File: src/rtl/serial_magnitude_comparator_pkg.sv
// Shared definitions for the bit-serial magnitude comparator.
// Holds the FSM state codes and the packed result-flag record.
// Imported by the top; the bit cell is self-contained.
package serial_magnitude_comparator_pkg;

  // FSM state codes
  localparam logic [1:0] CMP_IDLE    = 2'd0;
  localparam logic [1:0] CMP_COMPARE = 2'd1;
  localparam logic [1:0] CMP_DONE    = 2'd2;

  // Result flags, ordered {lt, gt, eq}
  typedef struct packed {
    logic lt;
    logic gt;
    logic eq;
  } cmp_flags_t;

  // All flags low: seen only after reset or while a compare is running
  localparam cmp_flags_t RES_NONE = 3'b000;

endpackage

File: src/rtl/serial_magnitude_comparator_bit_cell.sv
// Single-bit compare cell: flags the first differing bit of a serial scan.
// Latency: combinational.
// Backpressure: none; the caller decides when its outputs are sampled.
module serial_magnitude_comparator_bit_cell (
  input  logic a_bit,
  input  logic b_bit,
  input  logic diff_seen,
  output logic set_lt,
  output logic set_gt
);

  // A difference is only reported if no more significant bit already differed
  always_comb begin
    set_lt = ~diff_seen & ~a_bit &  b_bit;
    set_gt = ~diff_seen &  a_bit & ~b_bit;
  end

endmodule

File: src/rtl/serial_magnitude_comparator.sv
// Bit-serial unsigned magnitude comparator, MSB first, one bit per clock.
// Latency: WIDTH edges from accept to out_valid (fewer with EARLY_EXIT on a difference).
// Backpressure: in_ready low while busy; in_valid during COMPARE/DONE is ignored.
module serial_magnitude_comparator
  import serial_magnitude_comparator_pkg::*;
#(
  parameter int WIDTH      = 8,
  parameter bit EARLY_EXIT = 1'b1
) (
  input  logic             clock,
  input  logic             reset,
  input  logic             in_valid,
  output logic             in_ready,
  input  logic [WIDTH-1:0] a,
  input  logic [WIDTH-1:0] b,
  output logic             out_valid,
  output logic             a_lt_b,
  output logic             a_gt_b,
  output logic             a_eq_b
);

  localparam int CW = (WIDTH > 1) ? $clog2(WIDTH) : 1;

  logic [1:0]       state;
  logic [WIDTH-1:0] shift_a;
  logic [WIDTH-1:0] shift_b;
  logic [CW-1:0]    count;
  cmp_flags_t       flags;

  logic diff_seen;
  logic set_lt;
  logic set_gt;
  logic found_now;
  logic last_bit;

  assign diff_seen = flags.lt | flags.gt;
  assign found_now = set_lt | set_gt;
  assign last_bit  = (count == '0);

  // The cell only ever looks at the current MSB of each shift register
  serial_magnitude_comparator_bit_cell u_bit_cell (
    .a_bit     (shift_a[WIDTH-1]),
    .b_bit     (shift_b[WIDTH-1]),
    .diff_seen (diff_seen),
    .set_lt    (set_lt),
    .set_gt    (set_gt)
  );

  // Handshake and strobe decode straight from the state register
  always_comb begin
    in_ready  = (state == CMP_IDLE);
    out_valid = (state == CMP_DONE);
  end

  assign a_lt_b = flags.lt;
  assign a_gt_b = flags.gt;
  assign a_eq_b = flags.eq;

  // FSM, operand shift registers, bit counter and sticky result flags
  always_ff @(posedge clock) begin
    if (reset) begin
      state   <= CMP_IDLE;
      shift_a <= '0;
      shift_b <= '0;
      count   <= '0;
      flags   <= RES_NONE;
    end else begin
      case (state)
        CMP_IDLE: begin
          if (in_valid) begin
            shift_a <= a;
            shift_b <= b;
            count   <= CW'(WIDTH - 1);
            flags   <= RES_NONE;
            state   <= CMP_COMPARE;
          end
        end
        CMP_COMPARE: begin
          shift_a <= shift_a << 1;
          shift_b <= shift_b << 1;
          count   <= count - CW'(1);
          if (set_lt) flags.lt <= 1'b1;
          if (set_gt) flags.gt <= 1'b1;
          // Equality is only known once bit 0 is examined without any difference
          if (last_bit && !diff_seen && !found_now) flags.eq <= 1'b1;
          if ((EARLY_EXIT && found_now) || last_bit) state <= CMP_DONE;
        end
        CMP_DONE: begin
          state <= CMP_IDLE;
        end
        default: begin
          state <= CMP_IDLE;
        end
      endcase
    end
  end

endmodule

File: config.mk
export PLATFORM = sky130hd
export DESIGN_NAME = serial_magnitude_comparator
export DESIGN_NICKNAME = d
export VERILOG_FILES = /design/src/rtl/serial_magnitude_comparator_pkg.sv /design/src/rtl/serial_magnitude_comparator_bit_cell.sv /design/src/rtl/serial_magnitude_comparator.sv
export SDC_FILE = /design/constraint.sdc
export NUM_CORES = 1
export LEC_CHECK = 0
export CAP_MARGIN = 40
export CORE_MARGIN = 5
export CORE_UTILIZATION = 45
export DETAILED_ROUTE_END_ITERATION = 8
export HOLD_SLACK_MARGIN = 0.1
export PLACE_DENSITY_LB_ADDON = 0.2
export SYNTH_ARGS = -nofsm -noshare
export SYNTH_HDL_FRONTEND = slang
export SYNTH_SLANG_ARGS = --single-unit
File: constraint.sdc
create_clock -name clock -period 1.1 [get_ports clock]
set_input_delay 0.22 -clock clock [delete_from_list [all_inputs] [get_ports clock]]
set_output_delay 0.22 -clock clock [all_outputs]
set_load 0.03 [all_outputs]
==> summary.txt <==
Status
  – Status: finished, violations left
  – Failing checks: negative setup slack

Pwr
  – Peak supply drop: around 1.2 mV
  – Pwr dens: 1550 mW/mm^2
  – Power, Total: 2.79 mW
  – Pleak: 0.786 nW

Yosys
  – Post-synthesis mux area share: around 12%
  – Synth top area cells: dfxtp_1, mux2i_1, a211oi_1
  – Adder-Cell Fraction of Synth Area: approximately 2.2%
  – Post-Syn Area: 0.00116 sq mm
  – Register bit total from synthesis: 24
  – Largest family of logic cells by synthesized area: compound AO/OA/AOI/OAI gates
  – EDFF count, synth: 0
  – Mapped Cells: 120
  – Synth cell count leaders: dfxtp_1, nor2_1, a211oi_1, mux2i_1
  – Distinct cells, synth: 31
  – Synth Area in XOR/XNOR: 0.755%
  – Synth Net Count: 141
  – Area share of the largest cell type after synthesis: 41.4%
  – Top_reg_cell synth: dfxtp_1
  – Fraction of registers with async set/reset: 0%
  – Simple-Gate Fraction of Synth Area: 14.5%
  – Compound-cell area share of the yosys netlist: about a fifth
  – Synth warn: 0
  – Top cell type by total area after synthesis: dfxtp_1
  – Mean Syn Cell Area: a little under 10 sq um
  – Seq/Total Area, Yosys: 41.4%

Layout
  – Diode count: 0
  – # nets final: 185
  – Share of cells above drive strength 1: 38.0%
  – Area Overhead vs Synth: 55.3%

Placement
  – DP HPWL: 1710 microns
  – Routability cong.: 0.699
  – Input/output buffers: 23

STA
  – Final Cycle Share: 116%
  – RSZ-0062 raised after global routing: yes
  – Min cycle time layout: 1.27 ns
  – Worst Tran Pin Value: 0.361 ns
  – Fmax: 0.785 GHz
  – Hold slack: between 0.4 and 0.5 ns
  – Worst Setup Slack, final: -0.174 ns
  – Clk_skew: 0.00420 ns
  – Slew Limit Fails: 0
  – Hold Vio Cnt, Final: 0
  – Final setup fails: 24
  – Fin Setup TNS: -2.78 ns
  – Slew margin rel.: 75.6%

Drt
  – Via count: 1037
  – Vias per cell: roughly 5.4
  – Post-DRT Antenna Nets: 0
  – Detailed Routing Iterations Pass 1: 4
  – WL final: between 2000 and 3000 microns
  – Wirelength per Cell: 14.8 microns
  – DRC: 0
  – Initial drt markers: 30

Setup path
  – Critical Path Max Stage Delay: ~0.38 ns
  – Crit-path cells: buf_6 -> nor2b_4 -> buf_6
  – CP Class: flip-flop to output pin
  – Worst Setup End Kind: output pin
  – Worst-path maximum fanout: 3
  – Startpoint types: flip-flop
  – WP data required: approximately 0.88 ns
  – CP bufs+invs: 2
  – Crit path DAT: approximately 1.1 ns
  – CP top delay family: flip-flops
  – CP startpoint: state[0]$_SDFFE_PP0P_
  – Worst path most repeated cell: buf_6
  – R2r startpoint: state[1]$_SDFFE_PP0P_
  – Cell with the largest stage delay on the worst path: dfxtp_4

Floorplanning
  – Die Width: 60.8 microns
  – Total core area: between 0.002 and 0.0025 sq mm
  – Initial Util: 46.8%
  – Num rows: 18
  – # IOs: 24
  – Die Y: 60.8 microns
  – Die area: 0.00369 sq mm

Clock network
  – Total CTS buffers: 3
  – Worst skew pair latency: between 0.3 and 0.4 ns
  – Max clock buf depth: 2
  – CTS root buf: clkbuf_4
  – Clk slew on worst S/H paths: 0.14 ns
  – Sink Count: 24
  – CTS hold repair buffers: 0
  – TritonCTS clock tree: done
  – CTS H-tree lvls: 1

GRT
  – First-pass GRT wire length: 4670 microns
  – Number of global-route vias before repair: 1019
  – Total gr overflow: 0
  – All-layer global routing usage: 16.7%
  – Initial antenna violation count: 0
  – Maximum number of pins on one net before global-route repair: 17

Run
  – Max_cap viols: 0

Worst hold path
  – Hold Crit Class: flip-flop to flip-flop
  – Hold_sp: count[0]$_SDFFE_PP0P_
-- final cells by class --
type | count | area, sq um
multi-input cells | 84 | 709
fillers | 186 | 676
repair buffers | 47 | 498
flip-flops and latches | 24 | 489
well taps | 30 | 37.5
clock inverters | 1 | 30.0
clock buffers | 3 | 22.5
inverters | 4 | 15.0
-- worst reg2reg max path, delay by kind of cell (launching register included) --
kind | cells | cell delay, ns
compound gates | 2 | 0.48
flops | 1 | 0.35
buf+inv | 2 | 0.30
simple gates | 1 | 0.05
-- flip-flops by register name (all words and copies together), names as in the netlist --
name and cells:
state 2, count 3, a_eq_b 1, shift_b 8
a_gt_b 1, shift_a 8, a_lt_b 1
-- final timing paths --
kind	to	slack, ns	depth (start not counted)
setup / recovery	out_valid	-0.17	3
hold / removal	count[0]$_SDFFE_PP0P_	0.47	2
setup reg to reg	shift_b[7]$_SDFFE_PP0P_	-0.16	5
hold reg to reg	count[0]$_SDFFE_PP0P_	0.47	2
-- where the power goes --
part / internal [mW] / total [mW] / switching, mW
combinational: 0.578 / 1.07 / 0.497
sequential: 0.991 / 1.07 / 0.0786
clock: 0.368 / 0.644 / 0.275
total: 1.94 / 2.79 / 0.851
-- cell families after synthesis --
| group | after synthesis |
|---|---|
| muxes | 14 |
| xor gates and xnor gates | 1 |
| DFF | 24 |
| buffers and inverters | 14 |
| AOI/OAI and AO/OA | 29 |
| and+or+nand+nor | 36 |
| adders and majority gates | 2 |
-- metal layers --
layer | GRT usage, % | vias up | part of all wire, %
met1 | 21.8 | 494 | 45
met3 | 3.19 | 4 | 3.7
met4 | 5.88 | 0 | 1.2
met5 | 0 | - | 0
li1 | - | 517 | -
met2 | 27.6 | 22 | 50
-- layout by cell type, fill, tap and decap left out, types with 3 or more instances in the layout --
master,n
nand2b_4,3
nand2_1,4
a211oi_2,11
dfxtp_1,19
a211oi_1,5
clkdlybuf4s50_1,18
mux2i_1,14
dfxtp_2,4
buf_4,15
clkbuf_4,3
nor2_1,22
buf_6,8
buf_12,3
inv_1,3
-- what timing repair did --
action / 4_1_cts / 5_1_grt
gates resized for setup: 30 / 10
buffers inserted: 10 / 2
endpoints found under the setup margin: 22 / 27
pin swaps: 6 / 6
cloned: 3 / 1
-- stage by stage --
| stage | util [%] | instance area, sq um | setup slack, ns | std cells |
|---|---|---|---|---|
| global route | 72.7 | 1800 | -0.240 | 193 |
| floorplan | - | 1180 | -0.0725 | 120 |
| finish | 72.7 | 1800 | -0.174 | 193 |
| global placement | 57.8 | 1430 | -0.292 | 174 |
| detailed placement | 57.8 | 1430 | -0.347 | 174 |
| CTS | 70.8 | 1750 | -0.179 | 191 |
(Power assumes the default switching activity.)
